<file path="src/rtl/cdb_writeback_arbiter_if.sv">
`default_nettype none
// ============================================================================
// Module : cdb_writeback_arbiter_if
// Brief  : FU result inputs, flush, and CDB broadcast outputs of the arbiter.
// Rev    : 1.0  initial release
// ============================================================================
interface cdb_writeback_arbiter_if #(
   parameter int NUM_FU  = 3,
   parameter int NUM_CDB = 2,
   parameter int DATA_W  = 32,
   parameter int TAG_W   = 6,
   parameter int PREG_W  = 6
);
   logic                      flush;
   logic [NUM_FU-1:0]         fu_valid;
   logic [NUM_FU-1:0]         fu_ready;
   logic [NUM_FU*DATA_W-1:0]  fu_data;
   logic [NUM_FU*TAG_W-1:0]   fu_rob_tag;
   logic [NUM_FU*PREG_W-1:0]  fu_preg;
   logic [NUM_CDB-1:0]        cdb_valid;
   logic [NUM_CDB*DATA_W-1:0] cdb_data;
   logic [NUM_CDB*TAG_W-1:0]  cdb_rob_tag;
   logic [NUM_CDB*PREG_W-1:0] cdb_preg;
   logic [NUM_CDB*2-1:0]      cdb_fu_id;
   logic [(2**PREG_W)-1:0]    wb_ready_set;

   modport master (
      input  flush, fu_valid, fu_data, fu_rob_tag, fu_preg,
      output fu_ready, cdb_valid, cdb_data, cdb_rob_tag, cdb_preg, cdb_fu_id, wb_ready_set
   );

   modport slave (
      output flush, fu_valid, fu_data, fu_rob_tag, fu_preg,
      input  fu_ready, cdb_valid, cdb_data, cdb_rob_tag, cdb_preg, cdb_fu_id, wb_ready_set
   );
endinterface
`default_nettype wire

</file>
<file path="src/rtl/cdb_writeback_arbiter.sv">
`default_nettype none
// ============================================================================
// Module : cdb_writeback_arbiter
// Brief  : One-entry result buffer per FU, round-robin grant of NUM_CDB
//          writeback ports, registered CDB plus preg ready-set mask.
//          Define CDB_LSU_PRIORITY_EN to pin the LSU (FU NUM_FU-1) to port 0.
// Rev    : 1.0  initial release
// ============================================================================
module cdb_writeback_arbiter #(
   parameter int NUM_FU  = 3,
   parameter int NUM_CDB = 2,
   parameter int DATA_W  = 32,
   parameter int TAG_W   = 6,
   parameter int PREG_W  = 6
) (
   input wire                      clk,
   input wire                      reset,
   cdb_writeback_arbiter_if.master bus
);
   localparam int PREG_COUNT = 2**PREG_W;
   localparam int FU_ID_W    = 2;
   localparam int LSU        = NUM_FU - 1;
`ifdef CDB_LSU_PRIORITY_EN
   localparam int RING       = NUM_FU - 1;
`else
   localparam int RING       = NUM_FU;
`endif
   localparam int PTR_W      = (RING > 1) ? $clog2(RING) : 1;

   logic [NUM_FU-1:0]         r_buf_v;
   logic [DATA_W-1:0]         r_buf_data [NUM_FU];
   logic [TAG_W-1:0]          r_buf_tag  [NUM_FU];
   logic [PREG_W-1:0]         r_buf_preg [NUM_FU];
   logic [PTR_W-1:0]          r_rr_ptr;
   logic [NUM_CDB-1:0]        r_cdb_valid;
   logic [NUM_CDB*DATA_W-1:0] r_cdb_data;
   logic [NUM_CDB*TAG_W-1:0]  r_cdb_tag;
   logic [NUM_CDB*PREG_W-1:0] r_cdb_preg;
   logic [NUM_CDB*FU_ID_W-1:0] r_cdb_fu_id;

   logic [NUM_FU-1:0]         w_grant;
   logic [NUM_FU-1:0]         w_ready;
   logic [NUM_FU-1:0]         w_accept;
   int                        w_rank [NUM_FU];
   logic [NUM_CDB-1:0]        w_port_v;
   logic [FU_ID_W-1:0]        w_port_src [NUM_CDB];
   logic                      w_any_rr;
   logic [PTR_W-1:0]          w_rr_next;
   logic [PREG_COUNT-1:0]     w_ready_set;

   // Distance of a ring member from the round-robin pointer in scan order.
   function automatic int ring_pos(input int idx, input logic [PTR_W-1:0] rr);
      int r;
      r = int'(rr);
      return (idx >= r) ? (idx - r) : (idx + RING - r);
   endfunction

   // A buffer's rank is the number of valid buffers ahead of it in scan order;
   // ranks below NUM_CDB win, and the rank doubles as the port number.
   always_comb begin
      int best;
      int lsu_taken;
      best      = -1;
      lsu_taken = 0;
      w_grant   = '0;
      w_any_rr  = 1'b0;
      w_rr_next = r_rr_ptr;
      w_port_v  = '0;
      for (int k = 0; k < NUM_CDB; k++) w_port_src[k] = '0;
      for (int i = 0; i < NUM_FU; i++)  w_rank[i] = 0;
`ifdef CDB_LSU_PRIORITY_EN
      if (r_buf_v[LSU]) begin
         w_grant[LSU]  = 1'b1;
         w_port_v[0]   = 1'b1;
         w_port_src[0] = FU_ID_W'(LSU);
         lsu_taken     = 1;
      end
`endif
      for (int i = 0; i < RING; i++) begin
         w_rank[i] = lsu_taken;
         for (int j = 0; j < RING; j++) begin
            if (r_buf_v[j] && (ring_pos(j, r_rr_ptr) < ring_pos(i, r_rr_ptr)))
               w_rank[i] = w_rank[i] + 1;
         end
         if (r_buf_v[i] && (w_rank[i] < NUM_CDB)) begin
            w_grant[i] = 1'b1;
            w_any_rr   = 1'b1;
            if (w_rank[i] > best) begin
               best      = w_rank[i];
               w_rr_next = PTR_W'((i + 1) % RING);
            end
            for (int k = 0; k < NUM_CDB; k++) begin
               if (w_rank[i] == k) begin
                  w_port_v[k]   = 1'b1;
                  w_port_src[k] = FU_ID_W'(i);
               end
            end
         end
      end
   end

   assign w_ready  = bus.flush ? '1 : (~r_buf_v | w_grant);
   assign w_accept = bus.fu_valid & w_ready;

   always_ff @(posedge clk or posedge reset) begin
      if (reset) begin
         r_buf_v     <= '0;
         r_rr_ptr    <= '0;
         r_cdb_valid <= '0;
         r_cdb_data  <= '0;
         r_cdb_tag   <= '0;
         r_cdb_preg  <= '0;
         r_cdb_fu_id <= '0;
         for (int i = 0; i < NUM_FU; i++) begin
            r_buf_data[i] <= '0;
            r_buf_tag[i]  <= '0;
            r_buf_preg[i] <= '0;
         end
      end else if (bus.flush) begin
         r_buf_v     <= '0;
         r_cdb_valid <= '0;
      end else begin
         for (int i = 0; i < NUM_FU; i++) begin
            if (w_accept[i]) begin
               r_buf_v[i]    <= 1'b1;
               r_buf_data[i] <= bus.fu_data[i*DATA_W +: DATA_W];
               r_buf_tag[i]  <= bus.fu_rob_tag[i*TAG_W +: TAG_W];
               r_buf_preg[i] <= bus.fu_preg[i*PREG_W +: PREG_W];
            end else if (w_grant[i]) begin
               r_buf_v[i] <= 1'b0;
            end
         end
         r_cdb_valid <= w_port_v;
         for (int k = 0; k < NUM_CDB; k++) begin
            if (w_port_v[k]) begin
               r_cdb_data[k*DATA_W +: DATA_W]    <= r_buf_data[w_port_src[k]];
               r_cdb_tag[k*TAG_W +: TAG_W]       <= r_buf_tag[w_port_src[k]];
               r_cdb_preg[k*PREG_W +: PREG_W]    <= r_buf_preg[w_port_src[k]];
               r_cdb_fu_id[k*FU_ID_W +: FU_ID_W] <= w_port_src[k];
            end
         end
         if (w_any_rr) r_rr_ptr <= w_rr_next;
      end
   end

   // preg 0 is "no destination": broadcast for the ROB but never marks ready.
   always_comb begin
      w_ready_set = '0;
      for (int k = 0; k < NUM_CDB; k++) begin
         if (r_cdb_valid[k]) w_ready_set[r_cdb_preg[k*PREG_W +: PREG_W]] = 1'b1;
      end
      w_ready_set[0] = 1'b0;
   end

   assign bus.fu_ready     = w_ready;
   assign bus.cdb_valid    = r_cdb_valid;
   assign bus.cdb_data     = r_cdb_data;
   assign bus.cdb_rob_tag  = r_cdb_tag;
   assign bus.cdb_preg     = r_cdb_preg;
   assign bus.cdb_fu_id    = r_cdb_fu_id;
   assign bus.wb_ready_set = w_ready_set;
endmodule
`default_nettype wire
</file>
<file path="src/flat_wrapper.sv">
// flat-port wrapper written by rule: the top's interface ports become plain ports
module cdb_writeback_arbiter_flat 
#(
   parameter int NUM_FU  = 3,
   parameter int NUM_CDB = 2,
   parameter int DATA_W  = 32,
   parameter int TAG_W   = 6,
   parameter int PREG_W  = 6
)
  (clk, reset, bus_flush, bus_fu_valid, bus_fu_data, bus_fu_rob_tag, bus_fu_preg, bus_fu_ready, bus_cdb_valid, bus_cdb_data, bus_cdb_rob_tag, bus_cdb_preg, bus_cdb_fu_id, bus_wb_ready_set);
  cdb_writeback_arbiter_if #(.NUM_FU(NUM_FU), .NUM_CDB(NUM_CDB), .DATA_W(DATA_W), .TAG_W(TAG_W), .PREG_W(PREG_W)) bus_i ();
  input wire clk;
  input wire reset;
  input wire logic [$bits(bus_i.flush)-1:0] bus_flush;
  input wire logic [$bits(bus_i.fu_valid)-1:0] bus_fu_valid;
  input wire logic [$bits(bus_i.fu_data)-1:0] bus_fu_data;
  input wire logic [$bits(bus_i.fu_rob_tag)-1:0] bus_fu_rob_tag;
  input wire logic [$bits(bus_i.fu_preg)-1:0] bus_fu_preg;
  output wire logic [$bits(bus_i.fu_ready)-1:0] bus_fu_ready;
  output wire logic [$bits(bus_i.cdb_valid)-1:0] bus_cdb_valid;
  output wire logic [$bits(bus_i.cdb_data)-1:0] bus_cdb_data;
  output wire logic [$bits(bus_i.cdb_rob_tag)-1:0] bus_cdb_rob_tag;
  output wire logic [$bits(bus_i.cdb_preg)-1:0] bus_cdb_preg;
  output wire logic [$bits(bus_i.cdb_fu_id)-1:0] bus_cdb_fu_id;
  output wire logic [$bits(bus_i.wb_ready_set)-1:0] bus_wb_ready_set;
  assign bus_i.flush = bus_flush;
  assign bus_i.fu_valid = bus_fu_valid;
  assign bus_i.fu_data = bus_fu_data;
  assign bus_i.fu_rob_tag = bus_fu_rob_tag;
  assign bus_i.fu_preg = bus_fu_preg;
  assign bus_fu_ready = bus_i.fu_ready;
  assign bus_cdb_valid = bus_i.cdb_valid;
  assign bus_cdb_data = bus_i.cdb_data;
  assign bus_cdb_rob_tag = bus_i.cdb_rob_tag;
  assign bus_cdb_preg = bus_i.cdb_preg;
  assign bus_cdb_fu_id = bus_i.cdb_fu_id;
  assign bus_wb_ready_set = bus_i.wb_ready_set;
  cdb_writeback_arbiter #(.NUM_FU(NUM_FU), .NUM_CDB(NUM_CDB), .DATA_W(DATA_W), .TAG_W(TAG_W), .PREG_W(PREG_W)) u_core (.clk(clk), .reset(reset), .bus(bus_i));
endmodule
</file>
<file path="config.mk">
export PLATFORM = sky130hd
export DESIGN_NAME = cdb_writeback_arbiter_flat
export DESIGN_NICKNAME = d
export VERILOG_FILES = /design/src/rtl/cdb_writeback_arbiter_if.sv /design/src/rtl/cdb_writeback_arbiter.sv /design/src/flat_wrapper.sv
export SDC_FILE = /design/constraint.sdc
export NUM_CORES = 1
export LEC_CHECK = 0
export CORE_UTILIZATION = 49
export DETAILED_ROUTE_END_ITERATION = 12
export GPL_TIMING_DRIVEN = 1
export PLACE_DENSITY = 0.8
export SLEW_MARGIN = 40
export SYNTH_ARGS = -nofsm -noshare
export SYNTH_HDL_FRONTEND = slang
export SYNTH_SLANG_ARGS = --single-unit
</file>
<file path="constraint.sdc">
create_clock -name clk -period 12.8 [get_ports clk]
set_clock_uncertainty 0.2 [all_clocks]
set_input_delay 3.84 -clock clk [delete_from_list [all_inputs] [get_ports clk]]
set_output_delay 3.84 -clock clk [all_outputs]
set_load 0.02 [all_outputs]
</file>
==> out/results.txt, run 1 <==
CP arrival - 5500 ps
share of layout cells above drive strength 1 - 20.3%
Die Span Y - 154 um
number of global-route vias before repair - 9663
total grt overflow - 0
Final setup viols - 0
Post-CTS Resized - 0
global-route wire length before repair - 52.5 mm
Hold Buf Count CTS - 0
Starting Density - 50.0%
WL final - 33.2 mm
Setup Buffers After CTS - 0
Final Slew Violations - 0
CTS tree - built
top_reg_cell synth - dfrtp_1
Final Cycle Share - 74.5%
Yosys cell types - 45
R2R cell count - 19
Synth top area share - 50.9%
dominant cells by area after synthesis - dfrtp_1, mux2_2, a22oi_1, nand2_1, o22ai_1
DR WL met3 - 2.78 mm
Non-Filler Instances - 1610
Hold Fails Final Rpt - 0
status - finished, final reports clean
headroom to the max-slew limit - 48.1%
crit-path max FO - 10
Fillers - 1764
setup TNS - 0 ps
Hold Path Depth - 2
fin crit period - 9540 ps
vias per inst - 5.98
Lkg Pwr - 6.26 nW
critical path startpoint category - input port
Post-Synthesis Net Count - 1204
Max VDD drop - 0.121 mV
total CTS buffers - 25
# rows - 55
max capacitance violation total - 0
register area share after synthesis - 50.9%
Clock Sinks - 231
clock buffer depth - 3
core area - 0.0227 mm^2
ANT nets after route - 0
Placed Cells - 1566
# port buffers - 297
vias - 9620
Post-Route M1 WL - 12.8 mm
RSZ-0062 raised after global routing - no
Clock H-tree levels - 1
Area growth syn-to-layout - 33.0%
Final Worst Setup Slack - 3260 ps
Final HPWL DP - 21.6 mm
critical path type - input port to primary output
pre-CTS setup slack - 3270 ps
worst slew pin tran - 777 ps
nets - 1460
fmax - 0.105 GHz
synthesized area - 0.0114 mm^2
Power Density - 177 mW/mm^2
initial antenna violation count - 4
largest area contributor in the netlist - dfrtp_1
Chip Width - 154 um
Met2 Routed Length - 16.5 mm
largest net degree at the start of global routing - 91
Tot Pwr - 2.67 mW
Synth Instances - 1052
GRT Total Usage - 28.0%
# IOs - 299
hold slack - 274 ps
WL/cell - 20.6 um
root buffer cell - clkbuf_16
drt initial violations - 890
Worst Min Path Start - u_core.bus.cdb_data[9]
Pre-antenna DRT Iters - 8
syn avg cell area - 10.8 um^2
Hold Path End - u_core.bus.cdb_data[9]
reg2reg end - u_core.r_rr_ptr[1]
EDFF count, synth - 0
ys async rst share - 100%
synth warn - 0
RD Place Congestion - 1.02
Reg-to-Reg Start - u_core.r_rr_ptr[0]
Worst Path Required - 8760 ps
worst skew pair latency - 520 ps
minimum setup slack among reg-to-reg paths - 9000 ps
Worst setup EP type - primary output
die area - 0.0238 mm^2
Tightest Hold Check Type - register to register
top sig layer - met5
clock-pin slew on the worst setup and hold paths - 60 ps
drt drc - 0
#FFs+latches synth - 231
==> cell families after synthesis <==
group / count (synthesis) / share of synthesized area [%]
AOI/OAI and AO/OA: 348 / 20.5
DFF: 231 / 50.9
and+or+nand+nor: 224 / 9.00
muxes: 132 / 13.1
buffers and inverters: 102 / 4.94
adders and majority gates: 14 / 1.54
other: 1 / 0.0330
==> placed cells by master (no fill, tap or decap), types with 3 or more instances in the layout <==
master,Yosys,final
a21oi_1,73,73
a21oi_2,20,20
a22oi_1,88,88
buf_4,5,12
clkbuf_1,17,4
clkbuf_16,0,25
clkbuf_8,0,7
clkdlybuf4s50_1,0,297
clkinv_2,0,3
dfrtp_1,231,231
diode_2,0,3
ha_1,14,14
inv_1,19,18
mux2_2,132,132
nand2_1,159,159
nand2b_1,7,7
nand3_1,12,12
nand3_2,4,4
nand3b_1,6,6
nor2_1,7,7
nor2b_1,9,9
o21ai_0,39,39
o21ai_1,12,12
o21ai_2,44,44
o22ai_1,63,63
or3_1,3,3
or3b_2,3,3
==> cell type report <==
cell class,instances,area [um^2],share of cell area [%]
Clock inverter,6,38.8,0.257
Tap cell,285,357,2.36
Inverter,20,85.1,0.563
Multi-Input combinational cell,719,5030,33.3
Clock buffer,35,723,4.79
Antenna cell,3,7.51,0.0497
Sequential cell,231,5780,38.3
Timing Repair Buffer,311,3090,20.4
==> metrics by stage <==
stage                     util, %  area, um^2
final                        66.5       15100
after global routing         66.5       15100
after global placement       63.1       14300
after floorplan                 -       11400
after CTS                    66.5       15100
after detailed placement     63.1       14300
==> how the worst max path moves through the flow <==
stage / startpoint / end / cells past startpoint
3_5_place_dp: bus_flush / bus_fu_ready[1] / 4
4_1_cts: bus_flush / bus_fu_ready[1] / 4
2_1_floorplan: reset / u_core.bus.cdb_data[0] / 1
5_1_grt: bus_flush / bus_fu_ready[1] / 4
3_3_place_gp: bus_flush / bus_fu_ready[0] / 4
6_report: bus_flush / bus_fu_ready[1] / 4
==> critical path: stages <==
cell             delay, ps
clkdlybuf4s50_1        740
inv_4                  160
nand3_1                130
clkdlybuf4s50_1        630
==> Yosys cell counts, types with 17 or more instances <==
| cell type | n |
|---|---|
| clkbuf_1 | 17 |
| a21oi_2 | 20 |
| buf_2 | 46 |
| o22ai_1 | 63 |
| o21ai_2 | 44 |
| a22oi_1 | 88 |
| o21ai_0 | 39 |
| dfrtp_1 | 231 |
| a21oi_1 | 73 |
| nand2_1 | 159 |
| inv_1 | 19 |
| mux2_2 | 132 |
==> state kept, by name, summed over array words and instances, names as in the netlist <==
register                flops
u_core.r_buf_data          96
u_core.bus.cdb_data        64
u_core.r_buf_preg          18
u_core.r_buf_tag           18
u_core.bus.cdb_preg        12
u_core.bus.cdb_rob_tag     12
u_core.bus.cdb_fu_id        4
u_core.r_buf_v              3
u_core.bus.cdb_valid        2
u_core.r_rr_ptr             2
==> power by group <==
part / switching [mW] / total [mW] / internal [mW]
registers: 0.164 / 1.08 / 0.914
logic: 0.483 / 0.924 / 0.441
clock network: 0.281 / 0.672 / 0.390
total: 0.928 / 2.67 / 1.75
==> layer usage <==
layer	up-vias	track usage [%]
li1	4316	-
met3	89	6.14
met5	-	0
met2	486	48.4
met4	2	11.6
met1	4727	34.1
Note: power is estimated with default switching activity, not from simulation.
==> run 2, diff against run 1 <==
- CORE_UTILIZATION: 49 -> 45
- PLACE_DENSITY: 0.8 -> 0.78
- clock period: 12.8 -> 8.4 ns (I/O delays scaled with it)
==> out/results.txt, run 2 (synthesis results as in run 1) <==
global-route wire length before repair - 53.5 mm (was 52.5 mm)
GRT Total Usage - 26.2% (was 28.0%)
Diodes inserted - 0 (was 3)
RSZ-0062 raised after global routing - no (unchanged)
worst slew pin tran - 809 ps (was 777 ps)
Area growth syn-to-layout - 34.3% (was 33.0%)
ANT nets after route - 0 (unchanged)
Hold Buf Count CTS - 0 (unchanged)
critical path startpoint category - input port (unchanged)
CP arrival - 4190 ps (was 5500 ps)
Final Slew Violations - 0 (unchanged)
clock-pin slew on the worst setup and hold paths - 60 ps (about the same)
share of layout cells above drive strength 1 - 20.2% (was 20.3%)
Hold Fails Final Rpt - 0 (unchanged)
placed standard-cell area - 0.0144 mm^2 (was 0.0143 mm^2)
max incr delay on CP - 750 ps (was 740 ps)
Worst setup EP type - primary output (unchanged)
commonest non-fill, non-tap cells in the layout - clkdlybuf4s50_1, dfrtp_1, nand2_1 (unchanged)
Power Density - 271 mW/mm^2 (was 177 mW/mm^2)
Reg with most FFs - u_core.r_buf_data (unchanged)
total CTS buffers - 25 (unchanged)
status - finished, final reports clean (unchanged)
clock buffer depth - 3 (unchanged)
root buffer cell - clkbuf_16 (unchanged)
Starting Density - 46.3% (was 50.0%)
setup TNS - 0 ps (unchanged)
Die Span Y - 161 um (was 154 um)
Tightest Hold Check Type - register to register (unchanged)
post-layout util - 62.1% (was 66.5%)
Final setup viols - 0 (unchanged)
critical-path cell list - clkdlybuf4s50_1 -> inv_4 -> nand3_1 -> clkdlybuf4s50_1 (unchanged)
Final HPWL DP - 22.1 mm (was 21.6 mm)
total grt overflow - 0 (unchanged)
# rows - 57 (was 55)
# port buffers - 297 (unchanged)
nets - 1463 (was 1460)
Worst Path Buf+Inv - 3 (unchanged)
Clock H-tree levels - 1 (unchanged)
fmax - 0.145 GHz
Post-CTS Resized - 0 (unchanged)
hold slack - 275 ps (was 274 ps)
initial antenna violation count - 1 (was 4)
CP max-delay cell - clkdlybuf4s50_1 (unchanged)
final instance area - 0.0152 mm^2 (was 0.0151 mm^2)
RD Place Congestion - 1.13 (was 1.02)
Max VDD drop - 0.225 mV (was 0.121 mV)
crit-path max FO - 10 (unchanged)
vias per inst - 5.85 (was 5.98)
Worst Path Required - 5680 ps (was 8760 ps)
drt drc - 0 (unchanged)
core area - 0.0245 mm^2 (was 0.0227 mm^2)
WL/cell - 20.6 um (about the same)
die area - 0.0259 mm^2 (was 0.0238 mm^2)
Tot Pwr - 4.14 mW (was 2.67 mW)
worst skew pair latency - 510 ps (was 520 ps)
WL final - 34.1 mm (was 33.2 mm)
Setup Buffers After CTS - 0 (unchanged)
headroom to the max-slew limit - 46.1% (was 48.1%)
number of global-route vias before repair - 9530 (was 9663)
Top delay family on crit path - buffers and inverters (unchanged)
max reg flops - 96 (unchanged)
Lkg Pwr - 6.30 nW (was 6.26 nW)
# IOs - 299 (unchanged)
fin crit period - 6910 ps
drt initial violations - 1071 (was 890)
Pre-antenna DRT Iters - 6 (was 8)
vias - 9665 (was 9620)
Top cell by count, worst path - clkdlybuf4s50_1 (unchanged)
most common cell after layout, fill and taps aside - clkdlybuf4s50_1 (unchanged)
critical path type - input port to primary output (unchanged)
largest net degree at the start of global routing - 75 (was 91)
Final Cycle Share - 82.3%
Chip Width - 161 um (was 154 um)
max capacitance violation total - 0 (unchanged)
Clock Sinks - 231 (unchanged)
CTS tree - built (unchanged)
## run 2: cell types whose count changed in the layout (fill, tap and decap cells not counted), sizes merged
cell,previous run,this run
clkbuf,36,39
clkinvlp,2,1
inv,21,19
clkinv,3,2
diode,3,0
bufinv,0,2
buf,13,17
## run 2: worst reg2reg max path, stage by stage (launching register included)
cell      delay [ps]
dfrtp_1          420
inv_1             90
ha_1             180
nor2b_1          170
ha_1             300
nand3b_1         150
buf_4            550
a31o_4           760
buf_4            600
nand2_1          200
o21ai_2           80
## run 2: layer usage
metal | routed length, um | global-route usage [%] | up-vias
met5 | 12 | 0 | -
met4 | 1070 | 8.83 | 2
met3 | 3010 | 5.35 | 96
met2 | 16800 | 44.7 | 532
met1 | 13200 | 33.2 | 4695
li1 | - | - | 4340
## run 2: stage by stage
stage / std cells / setup WS (ps)
2_1_floorplan: 1052 / 2660
3_3_place_gp: 1604 / 1510
3_5_place_dp: 1608 / 1470
4_1_cts: 1651 / 1460
5_1_grt: 1651 / 1380
6_report: 1651 / 1490
## run 2: final timing paths
kind	startpoint	endpoint	slack, ps	depth (start not counted)
worst max-delay path	bus_flush	bus_fu_ready[1]	1490	4
worst min-delay path	u_core.bus.cdb_data[23]	u_core.bus.cdb_data[23]	280	2
worst max register to register	u_core.r_rr_ptr[1]	u_core.bus.cdb_data[12]	4610	10
worst min register to register	u_core.bus.cdb_data[23]	u_core.bus.cdb_data[23]	280	2
max in group asynchronous	reset	u_core.r_buf_data[25]	4570	5
min in group asynchronous	reset	u_core.bus.cdb_data[8]	2080	2
## run 2: layout make-up
type                            count  area (um^2)
Fill cell                        1975         9290
Sequential cell                   231         5780
Multi-Input combinational cell    719         5030
Timing Repair Buffer              314         3150
Clock buffer                       39          728
Tap cell                          324          405
Inverter                           20         81.3
Clock inverter                      4         70.1
## run 2: power breakdown
group / leakage [nW] / internal (mW) / switching [mW]
sequential: 2.78 / 1.39 / 0.258
combinational: 3.13 / 0.675 / 0.736
clock: 0.391 / 0.651 / 0.424
total: 6.30 / 2.72 / 1.42
